--- src/rtl/output_writeback.sv ---
// Result write-back stage: takes coordinate-tagged accumulator beats from the
// convolution core and writes them to external memory in channel-innermost
// layout through a small FIFO, then reports end of layer.
module output_writeback #(
  parameter int ACCUMULATION_WIDTH = 32,
  parameter int EXT_MEM_HEIGHT     = 1 << 20,
  parameter int FEATURE_MAP_WIDTH  = 64,
  parameter int FEATURE_MAP_HEIGHT = 64,
  parameter int OUTPUT_NB_CHANNELS = 32,
  parameter int FIFO_DEPTH         = 4,
  localparam int ADDR_W = $clog2(EXT_MEM_HEIGHT),
  localparam int XW     = (FEATURE_MAP_WIDTH  > 1) ? $clog2(FEATURE_MAP_WIDTH)  : 1,
  localparam int YW     = (FEATURE_MAP_HEIGHT > 1) ? $clog2(FEATURE_MAP_HEIGHT) : 1,
  localparam int CW     = (OUTPUT_NB_CHANNELS > 1) ? $clog2(OUTPUT_NB_CHANNELS) : 1,
  localparam int TOTAL  = FEATURE_MAP_WIDTH * FEATURE_MAP_HEIGHT * OUTPUT_NB_CHANNELS,
  localparam int CNT_W  = $clog2(TOTAL + 1)
) (
  input  logic                          clk,
  input  logic                          rst_in,
  input  logic                          start,
  input  logic [ADDR_W-1:0]             base_addr,
  input  logic                          in_valid,
  output logic                          in_ready,
  input  logic [ACCUMULATION_WIDTH-1:0] in_data,
  input  logic [XW-1:0]                 in_x,
  input  logic [YW-1:0]                 in_y,
  input  logic [CW-1:0]                 in_ch,
  output logic                          mem_we,
  input  logic                          mem_ready,
  output logic [ADDR_W-1:0]             mem_addr,
  output logic [ACCUMULATION_WIDTH-1:0] mem_wdata,
  output logic                          busy,
  output logic                          done,
  output logic                          err,
  output logic [CNT_W-1:0]              written_count
);

  localparam int PW = (FIFO_DEPTH > 1) ? $clog2(FIFO_DEPTH) : 1;

  typedef enum logic [1:0] {IDLE, RUN, DRAIN} state_t;

  state_t                        state_q, state_d;
  logic                          done_d;
  logic [ADDR_W-1:0]             base_q;
  logic [CNT_W-1:0]              acc_cnt;
  logic [ADDR_W-1:0]             fifo_addr [FIFO_DEPTH];
  logic [ACCUMULATION_WIDTH-1:0] fifo_data [FIFO_DEPTH];
  logic [PW-1:0]                 wr_ptr, rd_ptr;
  logic [PW:0]                   occ;
  logic                          fifo_full, fifo_empty;
  logic                          accept, in_range, push, pop;
  logic [ADDR_W-1:0]             beat_addr;

  // Handshake, range check, address arithmetic and FIFO head presentation
  always_comb begin
    fifo_full  = (occ == (PW+1)'(FIFO_DEPTH));
    fifo_empty = (occ == '0);
    in_ready   = (state_q == RUN) && !fifo_full;
    accept     = in_valid && in_ready;
    in_range   = (32'(in_x)  < 32'(FEATURE_MAP_WIDTH))  &&
                 (32'(in_y)  < 32'(FEATURE_MAP_HEIGHT)) &&
                 (32'(in_ch) < 32'(OUTPUT_NB_CHANNELS));
    push       = accept && in_range;
    pop        = !fifo_empty && mem_ready;
    // Offset formed at 64 bits then truncated: the sum wraps modulo 2^ADDR_W
    beat_addr  = base_q + ADDR_W'((64'(in_y) * 64'(FEATURE_MAP_WIDTH) + 64'(in_x))
                                  * 64'(OUTPUT_NB_CHANNELS) + 64'(in_ch));
    mem_we     = !fifo_empty;
    mem_addr   = fifo_addr[rd_ptr];
    mem_wdata  = fifo_data[rd_ptr];
    busy       = (state_q != IDLE);
  end

  // Next-state logic and end-of-layer detection
  always_comb begin
    state_d = state_q;
    done_d  = 1'b0;
    case (state_q)
      IDLE:    if (start) state_d = RUN;
      RUN:     if (accept && acc_cnt == CNT_W'(TOTAL - 1)) state_d = DRAIN;
      DRAIN: begin
        if (fifo_empty) begin
          done_d  = 1'b1;
          state_d = IDLE;
        end
      end
      default: state_d = IDLE;
    endcase
  end

  // State, counters, error flag and FIFO storage
  always_ff @(posedge clk) begin
    if (rst_in) begin
      state_q       <= IDLE;
      done          <= 1'b0;
      err           <= 1'b0;
      base_q        <= '0;
      acc_cnt       <= '0;
      written_count <= '0;
      wr_ptr        <= '0;
      rd_ptr        <= '0;
      occ           <= '0;
      for (int unsigned i = 0; i < FIFO_DEPTH; i++) begin
        fifo_addr[i] <= '0;
        fifo_data[i] <= '0;
      end
    end else begin
      state_q <= state_d;
      done    <= done_d;
      if (state_q == IDLE && start) begin
        base_q        <= base_addr;
        acc_cnt       <= '0;
        written_count <= '0;
        err           <= 1'b0;
      end else begin
        if (pop)                 written_count <= written_count + 1'b1;
        if (accept)              acc_cnt       <= acc_cnt + 1'b1;
        if (accept && !in_range) err           <= 1'b1;
      end
      if (push) begin
        fifo_addr[wr_ptr] <= beat_addr;
        fifo_data[wr_ptr] <= in_data;
        wr_ptr            <= wr_ptr + 1'b1;
      end
      if (pop) rd_ptr <= rd_ptr + 1'b1;
      occ <= occ + (PW+1)'(push) - (PW+1)'(pop);
    end
  end

endmodule

--- config.mk ---
export PLATFORM = sky130hd
export DESIGN_NAME = output_writeback
export DESIGN_NICKNAME = d
export VERILOG_FILES = /design/src/rtl/output_writeback.sv
export SDC_FILE = /design/constraint.sdc
export NUM_CORES = 1
export LEC_CHECK = 0
export CORE_MARGIN = 2
export CORE_UTILIZATION = 51
export DETAILED_ROUTE_END_ITERATION = 16
export HOLD_SLACK_MARGIN = 0.03
export PLACE_DENSITY = 0.84
export SYNTH_ARGS = -nofsm -noshare
export SYNTH_HDL_FRONTEND = slang
export SYNTH_SLANG_ARGS = --single-unit
--- constraint.sdc ---
create_clock -name clk -period 2.8 [get_ports clk]
set_input_delay 0.28 -clock clk [delete_from_list [all_inputs] [get_ports clk]]
set_output_delay 0.28 -clock clk [all_outputs]
set_load 0.01 [all_outputs]
==> results_dict.tcl, run 1 <==
set metrics [dict create \
    cts_buffer_depth 3 \
    slowest_delay_ns 0.56 \
    drt_iter0_drc 738 \
    clock_latency_ns 0.55 \
    finClkSkew_ns 0.0116 \
    crit_fanout 19 \
    netlist_instances 1058 \
    rr_startpoint "base_q[0]$_SDFFE_PP0P_" \
    startpoint_type "flip-flop" \
    async_reset_ff_share_pct 0 \
    crit_slowest_cell "mux4_2" \
    worst_pin_slew_ns 0.852 \
    final_common_cell "edfxtp_1" \
    synth_compound_area_share_pct 6.04 \
    setup_viol_count_final 0 \
    hp-start "base_addr[15]" \
    final_nets 1311 \
    synth_top_area_share_pct 47.8 \
    cts-root-buf "clkbuf_16" \
    reg2reg_depth 9 \
    cp.required_ns 2.52 \
    vias_per_cell 5.98 \
    ctsHoldBuffers 0 \
    fill_cells 1813 \
    arrival_ns 2.33 \
    grt_use_total_pct 23.4 \
    synth_top_family_by_area "simple AND/OR/NAND/NOR gates" \
    portBuffers 147 \
    hold_path_class "input pin to flip-flop" \
    fin_crit_sh_pct 93.4 \
    rsz0062_at_grt "false" \
    floorplan.die_area_um2 26900 \
    r2r_slack_ns 0.41 \
    finalHoldViolations 0 \
    run_status "finished, final reports clean" \
    syn_area_um2 13100 \
    yosysSeqAreaShare_pct 58.2 \
    min_to "base_q[15]$_SDFFE_PP0P_" \
    cts_buffers 28 \
    ys_warn_count 0 \
    worstReg2RegEnd "fifo_addr[0][16]$_SDFFCE_PN0P_" \
    report.final.slew_viol_count 0 \
    grt.overflow.total 0 \
    synthAdderAreaFrac_pct 2.32 \
    cts.sinks 276 \
    synth_xor_area_share_pct 2.81 \
    synth-seq-cells 276 \
    synth-simple-area-share_pct 18.9 \
    syn_area_per_cell_um2 12.4 \
    grt_max_degree 67 \
    synth_fp_nets 1155 \
    design_area_um2 16100 \
    io_pins 149 \
    crit_path_end_kind "output pin" \
    layout-drive-gt1-share_pct 14.0 \
    whs_ns 0.285 \
    grt_first_pass_wirelength_um 49100 \
    path_clk_slew_ns 0.06 \
    holdPathStages 3 \
    synth_edf_count 208 \
    slew_headroom_pct 42.8 \
    timing.critical_path.buf_inv 2 \
    leakage_nw 6.07 \
    cts.repair.resized 0 \
    tns_ns 0 \
    synth_cell_types 68 \
    fin_crit_ns 2.61 \
    chipHeight_um 164 \
    peakVddDrop_v 0.000552 \
    place_area_um2 15100 \
    place_congestion 0.873 \
    antenna_found_initial 0 \
    vias 9361 \
    final_util_pct 64.0 \
    netlist_top_cells_area "edfxtp_1, dfxtp_1, mux4_2" \
    power_density_nw_per_um2 696 \
    crit_type "flip-flop to output pin" \
    cp_cell_sequence "buf_12, mux4_2, clkdlybuf4s50_1" \
    muxShareOfSynthArea_pct 9.04 \
    core_um2 25200 \
    start_util_pct 51.9 \
    grt_pass1_vias 9309 \
    post_cts_buffers 0 \
    finalWirelength_um 30900 \
    dr.pass1.iters 5 \
    antenna_left 0 \
    cp_top_family "buffers and inverters" \
    ys.flop_type "edfxtp_1" \
    timing.fmax_mhz 383 \
    cap_violations 0 \
    wire_per_inst_um 19.8 \
    num_antenna_cells 0 \
    route.detailed.drc 0 \
    h-tree-depth 1 \
    die_w_um 164 \
    yosysTopAreaCell "edfxtp_1" \
    dp_hpwl_um 19300 \
    rows 58 \
    layout_common_cells "edfxtp_1, clkdlybuf4s50_1, and3_1, nor2_1, nand2_1" \
    syn2layout_area_growth_pct 23.3 \
    cts_tree "built" \
]
[metrics by stage]
step	setup WS [ns]	std cells	power, mW
after floorplan	0.0473	1058	6.27
after global placement	0.140	1506	7.44
after detailed placement	0.0641	1506	7.49
after CTS	0.0367	1558	11.2
after global routing	0.107	1566	11.6
final	0.186	1566	11.2
[power by group]
part	leakage [nW]	total, mW	internal, mW	switching (mW)
Sequential	2.71	4.77	4.63	0.137
Combinational	2.91	2.71	1.43	1.27
Clock	0.457	3.75	2.21	1.54
Total	6.07	11.2	8.28	2.95
[Yosys cell counts (8+ instances only)]
| cell type | n |
|---|---|
| a21o_1 | 8 |
| a21oi_1 | 44 |
| and2_1 | 34 |
| and3_1 | 103 |
| buf_2 | 12 |
| clkbuf_1 | 56 |
| dfxtp_1 | 68 |
| edfxtp_1 | 208 |
| ha_1 | 21 |
| inv_1 | 17 |
| mux4_2 | 52 |
| nand2_1 | 79 |
| nand3_1 | 24 |
| nand4_1 | 19 |
| nor2_1 | 92 |
| nor3_1 | 34 |
| nor3b_1 | 11 |
| o211ai_1 | 13 |
| o21a_1 | 8 |
| o21ai_0 | 12 |
| or3_1 | 10 |
| xnor2_1 | 24 |
| xor2_1 | 18 |
[layer usage]
layer | up-vias | global-route usage [%] | wire, µm
met4 | 0 | 7.62 | 866
met2 | 411 | 39.5 | 15500
li1 | 4280 | - | -
met1 | 4594 | 30.9 | 12200
met5 | - | 0 | 0
met3 | 76 | 3.91 | 2400
[how the worst max path moves through the flow]
stage | start | to | cells past startpoint
final | flip-flop | mem_wdata[31] | 3
after global routing | flip-flop | mem_wdata[31] | 3
after CTS | flip-flop | mem_addr[10] | 3
after detailed placement | in_ch[0] | fifo_addr[0][16]$_SDFFCE_PN0P_ | 10
after global placement | in_ch[1] | fifo_addr[0][15]$_SDFFCE_PN0P_ | 8
after floorplan | wr_ptr[1]$_SDFFE_PP0P_ | fifo_addr[2][0]$_SDFFCE_PN0P_ | 4
[registers in the layout (all words and copies together), names as in the netlist, named ones only]
name	flops
done	1
written_count	18
base_q	20
state_q	2
occ	3
acc_cnt	18
rd_ptr	2
fifo_addr	80
fifo_data	128
wr_ptr	2
[final cells by class]
| type | count | area (µm²) | share of cell area, % |
|---|---|---|---|
| clock buffer | 33 | 761 | 4.72 |
| clock inverter | 19 | 176 | 1.09 |
| inverter | 17 | 63.8 | 0.396 |
| multi-input combinational | 695 | 5140 | 31.9 |
| sequential | 276 | 7610 | 47.2 |
| tap | 330 | 413 | 2.56 |
| timing repair buffer | 196 | 1950 | 12.1 |
[logic make-up after synthesis]
kind of cell / Yosys count
AO/OA/AOI/OAI: 121
multiplexers: 53
adder cells (fa/ha/maj): 23
AND/OR/NAND/NOR: 455
buffers and inverters: 87
flip-flops: 276
XOR/XNOR: 42
other: 1
[worst reg2reg max path, cell delays in order (launching register included)]
cell and delay (ns):
dfxtp_1 0.34, ha_1 0.22, inv_1 0.07, fa_1 0.40, nand2b_1 0.19, a21oi_1 0.15
buf_4 0.17, o211ai_1 0.28, a211o_1 0.38, nand2_1 0.07
Note: power is estimated with default switching activity, not from simulation.
==> inputs of run 2 (changes only) <==
--- a/config.mk
+++ b/config.mk
@@ -10,6 +10,7 @@
 export DETAILED_ROUTE_END_ITERATION = 16
 export HOLD_SLACK_MARGIN = 0.03
 export PLACE_DENSITY = 0.84
+export SLEW_MARGIN = 20
 export SYNTH_ARGS = -nofsm -noshare
 export SYNTH_HDL_FRONTEND = slang
 export SYNTH_SLANG_ARGS = --single-unit
==> results of run 2 <==
Final layout, timing and power as in run 1 (identical DEF).
